$ cat src/rtl/hazard_detect_unit_pkg.sv
// Shared pipeline definitions for the ID-stage hazard/stall controller:
// FSM state encoding, register-number constants and the operand match helper.
package hazard_detect_unit_pkg;

    // Width of a MIPS register specifier
    localparam int REG_W = 5;

    // $zero is hard-wired; writes to it never create a dependency
    localparam logic [REG_W-1:0] ZERO_REG = 5'd0;

    // Stall-controller FSM states
    typedef enum logic {
        RUN        = 1'b0,
        STALL_HOLD = 1'b1
    } hz_state_e;

    // Number of bubbles a detected hazard requires
    typedef enum logic [1:0] {
        NEED_NONE = 2'd0,
        NEED_ONE  = 2'd1,
        NEED_TWO  = 2'd2
    } hz_need_e;

    // True when the ID instruction reads register wr_reg.
    // rs is always a source; rt only counts when the instruction uses it.
    function automatic logic reg_match(
        input logic [REG_W-1:0] rs,
        input logic [REG_W-1:0] rt,
        input logic             use_rt,
        input logic [REG_W-1:0] wr_reg
    );
        logic m_a;
        logic m_b;
        m_a = (wr_reg != ZERO_REG) && (rs == wr_reg);
        m_b = (wr_reg != ZERO_REG) && use_rt && (rt == wr_reg);
        return m_a || m_b;
    endfunction

endpackage

$ cat src/rtl/hazard_detect_unit_match.sv
// Combinational hazard classifier: compares the ID source operands against
// the EX and MEM destinations and reports how many bubbles are needed.
import hazard_detect_unit_pkg::*;

module hazard_match (
    input  logic [4:0] ID_rs,
    input  logic [4:0] ID_rt,
    input  logic       ID_UseRt,
    input  logic       Branch,
    input  logic       EX_RegWrite,
    input  logic       EX_MemRead,
    input  logic [4:0] EX_Reg_Write,
    input  logic       MEM_MemRead,
    input  logic [4:0] MEM_Reg_Write,
    output hz_need_e   need_o
);

    logic m_ex_s;
    logic m_mem_s;
    logic branch_load_ex_s;
    logic load_use_s;
    logic branch_alu_ex_s;
    logic branch_load_mem_s;

    // Operand dependency terms against the EX and MEM destinations
    always_comb begin
        m_ex_s  = reg_match(ID_rs, ID_rt, ID_UseRt, EX_Reg_Write);
        m_mem_s = reg_match(ID_rs, ID_rt, ID_UseRt, MEM_Reg_Write);
    end

    // Individual hazard classes; a branch compares in ID so it needs its
    // operands one stage earlier than an ALU consumer would
    always_comb begin
        branch_load_ex_s  = Branch && EX_MemRead && m_ex_s;
        load_use_s        = EX_MemRead && m_ex_s;
        branch_alu_ex_s   = Branch && EX_RegWrite && !EX_MemRead && m_ex_s;
        branch_load_mem_s = Branch && MEM_MemRead && m_mem_s;
    end

    // Largest requirement wins when several hazards coexist
    always_comb begin
        need_o = NEED_NONE;
        if (branch_load_ex_s) begin
            need_o = NEED_TWO;
        end else if (load_use_s || branch_alu_ex_s || branch_load_mem_s) begin
            need_o = NEED_ONE;
        end else begin
            need_o = NEED_NONE;
        end
    end

endmodule

$ cat src/rtl/hazard_detect_unit.sv
// ID-stage hazard and stall controller. Freezes PC and IF/ID and bubbles
// ID/EX on hazards forwarding cannot cover, flushes IF/ID on taken
// branches and jumps, and counts stall/flush cycles (saturating).
import hazard_detect_unit_pkg::*;

module hazard_detect_unit #(
    parameter int CNT_W = 16
) (
    input  logic             clk,
    input  logic             rst,
    input  logic [4:0]       ID_rs,
    input  logic [4:0]       ID_rt,
    input  logic             ID_UseRt,
    input  logic             Branch,
    input  logic             BranchTaken,
    input  logic             Jump,
    input  logic             EX_RegWrite,
    input  logic             EX_MemRead,
    input  logic [4:0]       EX_Reg_Write,
    input  logic             MEM_MemRead,
    input  logic [4:0]       MEM_Reg_Write,
    output logic             PCWrite,
    output logic             IF_ID_Write,
    output logic             ID_EX_Flush,
    output logic             IF_ID_Flush,
    output logic [CNT_W-1:0] stall_cycles,
    output logic [CNT_W-1:0] flush_cycles
);

    localparam logic [CNT_W-1:0] CNT_MAX = {CNT_W{1'b1}};
    localparam logic [CNT_W-1:0] CNT_ONE = {{(CNT_W-1){1'b0}}, 1'b1};
    localparam logic [CNT_W-1:0] CNT_ZERO = {CNT_W{1'b0}};

    hz_state_e        state_q;
    hz_state_e        state_d;
    hz_need_e         need_s;
    logic             stall_s;
    logic             flush_s;
    logic [CNT_W-1:0] stall_cnt_q;
    logic [CNT_W-1:0] stall_cnt_d;
    logic [CNT_W-1:0] flush_cnt_q;
    logic [CNT_W-1:0] flush_cnt_d;

    hazard_match u_match (
        .ID_rs         (ID_rs),
        .ID_rt         (ID_rt),
        .ID_UseRt      (ID_UseRt),
        .Branch        (Branch),
        .EX_RegWrite   (EX_RegWrite),
        .EX_MemRead    (EX_MemRead),
        .EX_Reg_Write  (EX_Reg_Write),
        .MEM_MemRead   (MEM_MemRead),
        .MEM_Reg_Write (MEM_Reg_Write),
        .need_o        (need_s)
    );

    // FSM state register
    always_ff @(posedge clk or posedge rst) begin
        if (rst) begin
            state_q <= RUN;
        end else begin
            state_q <= state_d;
        end
    end

    // FSM next state: a two-bubble hazard parks in STALL_HOLD for one cycle
    always_comb begin
        state_d = RUN;
        case (state_q)
            RUN: begin
                if (need_s == NEED_TWO) begin
                    state_d = STALL_HOLD;
                end else begin
                    state_d = RUN;
                end
            end
            STALL_HOLD: state_d = RUN;
            default:    state_d = RUN;
        endcase
    end

    // FSM outputs: stall/flush decision; branch and jump only resolve on a
    // non-stall cycle, and reset forces the pipeline to free-run
    always_comb begin
        stall_s = 1'b0;
        flush_s = 1'b0;
        case (state_q)
            RUN: begin
                if (need_s != NEED_NONE) begin
                    stall_s = 1'b1;
                    flush_s = 1'b0;
                end else begin
                    stall_s = 1'b0;
                    flush_s = Jump || (Branch && BranchTaken);
                end
            end
            STALL_HOLD: begin
                stall_s = 1'b1;
                flush_s = 1'b0;
            end
            default: begin
                stall_s = 1'b0;
                flush_s = 1'b0;
            end
        endcase
        if (rst) begin
            stall_s = 1'b0;
            flush_s = 1'b0;
        end else begin
            stall_s = stall_s;
            flush_s = flush_s;
        end
    end

    // Pipeline control lines derived from the stall/flush decision
    always_comb begin
        PCWrite     = !stall_s;
        IF_ID_Write = !stall_s;
        ID_EX_Flush = stall_s;
        IF_ID_Flush = flush_s;
    end

    // Saturating next values for the performance counters
    always_comb begin
        if (stall_s && (stall_cnt_q != CNT_MAX)) begin
            stall_cnt_d = stall_cnt_q + CNT_ONE;
        end else begin
            stall_cnt_d = stall_cnt_q;
        end
        if (flush_s && (flush_cnt_q != CNT_MAX)) begin
            flush_cnt_d = flush_cnt_q + CNT_ONE;
        end else begin
            flush_cnt_d = flush_cnt_q;
        end
    end

    // Performance counter registers
    always_ff @(posedge clk or posedge rst) begin
        if (rst) begin
            stall_cnt_q <= CNT_ZERO;
            flush_cnt_q <= CNT_ZERO;
        end else begin
            stall_cnt_q <= stall_cnt_d;
            flush_cnt_q <= flush_cnt_d;
        end
    end

    assign stall_cycles = stall_cnt_q;
    assign flush_cycles = flush_cnt_q;

endmodule
$ cat config.mk
export PLATFORM = sky130hd
export DESIGN_NAME = hazard_detect_unit
export DESIGN_NICKNAME = d
export VERILOG_FILES = /design/src/rtl/hazard_detect_unit_pkg.sv /design/src/rtl/hazard_detect_unit_match.sv /design/src/rtl/hazard_detect_unit.sv
export SDC_FILE = /design/constraint.sdc
export NUM_CORES = 1
export LEC_CHECK = 0
export BUFFER_PORTS_ARGS = -buffer_cell sky130_fd_sc_hd__buf_4
export CORE_MARGIN = 10
export CORE_UTILIZATION = 46
export DETAILED_ROUTE_END_ITERATION = 10
export GPL_TIMING_DRIVEN = 0
export PLACE_DENSITY = 0.77
export SYNTH_ARGS = -nofsm -noshare
export SYNTH_HDL_FRONTEND = slang
export SYNTH_SLANG_ARGS = --single-unit
$ cat constraint.sdc
create_clock -name clk -period 1.6 [get_ports clk]
set_input_delay 0.24 -clock clk [delete_from_list [all_inputs] [get_ports clk]]
set_output_delay 0.24 -clock clk [all_outputs]
set_load 0.03 [all_outputs]
### Yosys cells after proc, flatten, opt, wreduce, memory -nomap -nowiden

Cells that the tools add are included.

* word-level logic and storage cells: 50
* register bits: 33
* bits of input ports: 29

* eq/ne operators: 7
* bitwise gates (word level): 1
* multiplexer cells: 10
* reductions and logical operators: 27
* add/sub/neg operators: 2

Operator list (number)
* $add 16x1->16 const B: 2
* $ne 16x16->1 const B: 2
* $eq 5x5->1: 4
* $logic_and 1x1->1: 17
* $reduce_bool 5->1: 2
* $mux 1: 6
* $pmux 1 s2: 3
* $logic_or 1x1->1: 5
* $eq 2x2->1 const B: 1
* $logic_not 1->1: 2
* $mux 2: 1
* $reduce_bool 2->1: 1
* $not 1->1: 1

### Logic depth before layout (Yosys ltp)

* word-level depth: 14
* gate-level depth with buffers: 9

### Modules after synthesis

From an unflattened synthesis, not the netlist that was laid out.

* cells, all modules: 185
* area, all modules: 1923.1 um^2

By module, submodules not included
* hazard_detect_unit: area each 1635.3 um^2, instances 1, cells each 145
* hazard_match: area each 287.8 um^2, instances 1, cells each 40

### Worst setup path before layout

Ideal clock, no wire load.

* path kind: reg-to-reg
* start point: reg stall_cnt_q[0], in the netlist stall_cycles[0]
* end point: reg stall_cnt_q[9], in the netlist stall_cycles[9]
* arrival: 1.851 ns
* stages on the path, launching flop included: 9
* setup time: 0.134 ns
* data required time: 1.466 ns
* setup slack: -0.385 ns
* cell sequence: dfrtp_1 ha_1 and3_1 nand4_1 o31ai_2 a21oi_2 buf_6 nand4_1 xnor2_1

* cells in the longest elaborated chain, start to end: 2

Ends and longest elaborated chain
* start, declared: RTL line hazard_detect_unit.sv:39 `logic [CNT_W-1:0] stall_cnt_q;`
* start signal, assigned: RTL line hazard_detect_unit.sv:143 `stall_cnt_q <= stall_cnt_d;`
* branches (longest 2 deep; another with $add 16x1->16)

Parallel ways; which one is timed is not known.
A chain may end at the register's enable or synchronous reset.

### Worst setup path after layout

* start point: reg stall_cnt_q[1], in the netlist stall_cycles[1]
* end point: reg stall_cnt_q[11], in the netlist stall_cycles[11]

Same word-level chain as after synthesis.

==> impl_results.html <==
<table>
<tr><th>Metric</th><th>Value</th></tr>
<tr><th colspan="2">Route</th></tr>
<tr><td>Remaining routing DRC violations</td><td>0</td></tr>
<tr><td>Detailed Route WL</td><td>approximately 6900 um</td></tr>
<tr><td>Drt first pass iters</td><td>4</td></tr>
<tr><td>Total number of vias</td><td>around 1900</td></tr>
<tr><td>Count of routing violations after the opening detailed-route iteration</td><td>76</td></tr>
<tr><td>Detail-routed via count per cell</td><td>between 5 and 6</td></tr>
<tr><td>Average wire per standard cell</td><td>about 20 um</td></tr>
<tr><td>ANT nets after route</td><td>0</td></tr>
<tr><th colspan="2">Worst setup path</th></tr>
<tr><td>Nature of the critical path startpoint</td><td>register</td></tr>
<tr><td>Endpoint class of the critical path</td><td>register</td></tr>
<tr><td>Delay contributed by the slowest stage of the critical path</td><td>roughly 0.43 ns</td></tr>
<tr><td>Sequence of cells on the critical path</td><td>ha_4 -&gt; and3_4 -&gt; nand4_1 -&gt; o31ai_4 -&gt; a21oi_4 -&gt; buf_6 -&gt; nand4_1 -&gt; xnor2_1</td></tr>
<tr><td>Maximum fanout along the worst path</td><td>5</td></tr>
<tr><td>Critical setup path kind</td><td>reg -&gt; reg</td></tr>
<tr><td>Cell with the biggest individual delay on the critical path</td><td>sky130_fd_sc_hd__dfrtp_2</td></tr>
<tr><td>Worst EP required</td><td>approximately 1.8 ns</td></tr>
<tr><td>Data arrival time of the worst path</td><td>~2.2 ns</td></tr>
<tr><td>Cell occurring most often along the worst timing path</td><td>sky130_fd_sc_hd__nand4_1</td></tr>
<tr><th colspan="2">Synthesis</th></tr>
<tr><td>Net count after synthesis</td><td>about 220</td></tr>
<tr><td>Number of distinct library cells after synthesis</td><td>38</td></tr>
<tr><td>Post-Syn Area per Cell</td><td>around 11 um^2</td></tr>
<tr><td>Sequential area share after synthesis</td><td>a little over two fifths</td></tr>
<tr><td>Main synth FF type</td><td>sky130_fd_sc_hd__dfrtp_1</td></tr>
<tr><td>Number of enable flip-flop cells after synthesis</td><td>0</td></tr>
<tr><td>Number of instances in the synthesized netlist</td><td>roughly 190</td></tr>
<tr><td>Synthesis Warnings</td><td>0</td></tr>
<tr><td>Synth async-reset ratio</td><td>100%</td></tr>
<tr><td>Combined area of all synthesized cells</td><td>~2000 um^2</td></tr>
<tr><td>Number of synthesized register bits</td><td>33</td></tr>
<tr><th colspan="2">Floorplanning</th></tr>
<tr><td>Die outline height</td><td>85.5 um</td></tr>
<tr><td>DIE AREA</td><td>between 7000 and 8000 um^2</td></tr>
<tr><td>Core region area</td><td>~4100 um^2</td></tr>
<tr><td>Number of ports placed on the die boundary</td><td>between 60 and 70</td></tr>
<tr><td>X dimension of the die</td><td>between 80 and 90 um</td></tr>
<tr><td>Initial core utilization</td><td>48.3%</td></tr>
<tr><td>Row Count</td><td>23</td></tr>
<tr><th colspan="2">Timing</th></tr>
<tr><td>Min cycle time layout</td><td>around 2.0 ns</td></tr>
<tr><td>Worst slew slack as a fraction of its limit</td><td>47.7%</td></tr>
<tr><td>Max Slew Vio Count</td><td>0</td></tr>
<tr><td>Final clock period utilization by the worst path</td><td>124%</td></tr>
<tr><td>Setup slack after layout</td><td>-0.382 ns</td></tr>
<tr><td>Max frequency</td><td>505 MHz</td></tr>
<tr><td>Transition time at the pin with the least slew margin</td><td>about 0.8 ns</td></tr>
<tr><td>Finish-stage setup viols</td><td>26</td></tr>
<tr><td>Setup repair after global routing missed its margin</td><td>yes</td></tr>
<tr><td>Worst-case clock skew</td><td>0.00638 ns</td></tr>
<tr><td>Count of final hold-check violations</td><td>0</td></tr>
<tr><th colspan="2">GRT</th></tr>
<tr><td>Largest net degree at the start of global routing</td><td>35</td></tr>
<tr><td>Antenna violations before repair</td><td>0</td></tr>
<tr><td>Total routing usage reported by global routing</td><td>~16%</td></tr>
<tr><td>Met3 GRT Util</td><td>under 10%</td></tr>
<tr><td>Global-route wire length before repair</td><td>9760 um</td></tr>
<tr><td>Most crowded layer after global routing</td><td>met2</td></tr>
<tr><td>Via count of the first global-routing pass</td><td>~2000</td></tr>
<tr><td>Met2 track utilization from global routing</td><td>~29%</td></tr>
<tr><td>Global route total overflow</td><td>0</td></tr>
<tr><td>Fraction of met1 tracks used by global routing</td><td>between 10% and 20%</td></tr>
<tr><th colspan="2">Clocking</th></tr>
<tr><td>Count of clock tree sinks</td><td>33</td></tr>
<tr><td>Max Root-Sink Buffers</td><td>2</td></tr>
<tr><td>H-tree Lvls</td><td>2</td></tr>
<tr><td>Insertion delay to the later sink of the worst-skew pair</td><td>about 0.29 ns</td></tr>
<tr><td>Clock tree root driver cell</td><td>sky130_fd_sc_hd__clkbuf_8</td></tr>
<tr><td>Number of buffers created by CTS</td><td>5</td></tr>
<tr><td>Clock tree from TritonCTS</td><td>yes</td></tr>
<tr><td>Clk pin slew, worst setup/hold paths</td><td>roughly 0.070 ns</td></tr>
<tr><th colspan="2">Final layout</th></tr>
<tr><td>Number of filler instances in the final layout</td><td>between 200 and 250</td></tr>
<tr><td>Ratio of cells with drive above 1 in the final layout</td><td>roughly 63%</td></tr>
<tr><td>Synth-to-Final Area Change</td><td>68.9%</td></tr>
<tr><td>Final nets</td><td>between 300 and 400</td></tr>
<tr><td>Final non-filler cell total</td><td>about 340</td></tr>
<tr><td>Number of diodes</td><td>0</td></tr>
<tr><td>Final core utilization</td><td>approximately four fifths</td></tr>
<tr><th colspan="2">Power and ir drop</th></tr>
<tr><td>Power density relative to cell area</td><td>around 860 nW/um^2</td></tr>
<tr><td>Worst VDD drop</td><td>0.721 mV</td></tr>
<tr><td>Leakage power summed over all cells</td><td>0.00156 uW</td></tr>
<tr><td>Power consumption</td><td>about 2900 uW</td></tr>
<tr><th colspan="2">Outcome</th></tr>
<tr><td>Violated checks</td><td>negative setup slack</td></tr>
<tr><td>Run status</td><td>finished with violations</td></tr>
<tr><th colspan="2">Placed design</th></tr>
<tr><td>Count of buffers from port buffering</td><td>64</td></tr>
<tr><td>Total placed cells including tap cells</td><td>301</td></tr>
<tr><td>Gp weighted congestion</td><td>just under 0.9</td></tr>
<tr><td>HPWL Detailed</td><td>3960 um</td></tr>
<tr><th colspan="2">Run</th></tr>
<tr><td>MaxCap Viol Count</td><td>0</td></tr>
<tr><th colspan="2">Hold path</th></tr>
<tr><td>Path class of the lowest-slack min-delay path</td><td>in -&gt; async</td></tr>
</table>
-- timing repair --
item / in CTS / in global routing
buffers inserted: 25 / 8
hold buffers: 0 / 0
pin swaps: 19 / 26
setup endpoints to repair: 28 / 35
gates cloned: 1 / 0
gates resized for setup: 29 / 49
-- registers in the layout, summed over array words and instances (netlist names) --
register	cells
flush_cycles	16
stall_cycles	16
state_q	1
-- report_power, final --
part	internal [uW]	leakage (uW)	total, uW	switching, uW
registers	956	0.000423	1110	152
clock network	351	0.0000455	656	305
logic	534	0.00109	1100	563
total	1840	0.00156	2860	1020
-- final cells by class --
class                      count  area [um^2]  area share, %
clock buffer                   8         90.1           2.70
timing repair buffer          96          807           24.2
sequential                    33          842           25.3
multi-input combinational    147         1460           43.7
inverter                       3         20.0          0.601
tap                           50         62.6           1.88
buffer                         4         53.8           1.61
-- stage by stage --
step	area [um^2]	setup WS, ns	setup TNS, ns	hold WS (ns)
2_1_floorplan	2050	-0.218	-3.51	0.182
6_report	3330	-0.382	-5.25	0.148
5_1_grt	3330	-0.485	-6.76	0.183
3_5_place_dp	2600	-0.454	-9.24	0.438
3_3_place_gp	2600	-0.431	-8.95	0.445
4_1_cts	3000	-0.352	-3.15	0.139
-- placed cells by master (no fill, tap or decap), types with 8 or more instances in the layout --
master,netlist,routed
sky130_fd_sc_hd__nand2_1,19,12
sky130_fd_sc_hd__dfrtp_2,0,13
sky130_fd_sc_hd__nand4_1,11,11
sky130_fd_sc_hd__nand3_2,10,8
sky130_fd_sc_hd__xnor2_1,42,24
sky130_fd_sc_hd__buf_4,1,77
sky130_fd_sc_hd__xnor2_2,0,16
sky130_fd_sc_hd__buf_6,2,18
sky130_fd_sc_hd__dfrtp_1,33,20
sky130_fd_sc_hd__nand3_1,9,8
-- metal layers --
layer	vias to the layer above	share of wire, %	wire (um)
met4	0	3.9	267
met3	29	6.1	421
met2	83	54	3740
met5	-	0	0
met1	961	36	2470
li1	856	-	-
-- critical path, delay by kind of cell (launching register included) --
| family | cells | cell delay, ns |
|---|---|---|
| flip-flops | 1 | 0.43 |
| buffers and inverters | 1 | 0.18 |
| adder cells (fa/ha/maj) | 1 | 0.16 |
| AO/OA/AOI/OAI | 2 | 0.38 |
| XOR/XNOR | 1 | 0.24 |
| AND/OR/NAND/NOR | 3 | 0.50 |
-- worst paths after layout --
kind                                                   from                            to  slack, ns  cells past startpoint
worst max-delay path            stall_cycles[1]$_DFFE_PP0P_  stall_cycles[11]$_DFFE_PP0P_      -0.38                      8
worst min-delay path                                    rst  stall_cycles[12]$_DFFE_PP0P_       0.15                      2
worst max register to register  stall_cycles[1]$_DFFE_PP0P_  stall_cycles[11]$_DFFE_PP0P_      -0.38                      8
worst min register to register            state_q$_DFF_PP0_             state_q$_DFF_PP0_       0.47                      1
max in group asynchronous                               rst   flush_cycles[9]$_DFFE_PP0P_       0.97                      2
min in group clk                                 EX_MemRead             state_q$_DFF_PP0_       0.20                      3
-- cells in the mapped netlist, types with 2 or more instances --
library cell	count	area, um^2
sky130_fd_sc_hd__xnor2_1	42	368
sky130_fd_sc_hd__dfrtp_1	33	826
sky130_fd_sc_hd__nand2_1	19	71.3
sky130_fd_sc_hd__and3_1	11	68.8
sky130_fd_sc_hd__nand4_1	11	68.8
sky130_fd_sc_hd__nand3_2	10	100
sky130_fd_sc_hd__nand3_1	9	45.0
sky130_fd_sc_hd__nor2_1	8	30.0
sky130_fd_sc_hd__nor3_1	5	25.0
sky130_fd_sc_hd__xor2_1	5	43.8
sky130_fd_sc_hd__and2_1	3	18.8
sky130_fd_sc_hd__inv_1	3	11.3
sky130_fd_sc_hd__buf_6	2	22.5
sky130_fd_sc_hd__ha_1	2	25.0
-- kinds of logic (layout without fill, tap and decap cells) --
group           count (synthesis)  count (layout)  synth area share, %
xor+xnor                       47              47                 20.9
simple gates                   85              85                 25.7
mux                             4               4                 2.41
fa+ha+maj                       2               2                 1.27
compound gates                  9               9                 4.82
buf+inv                         7             111                 3.11
flops                          33              33                 41.9
Note: power is estimated with default switching activity, not from simulation.
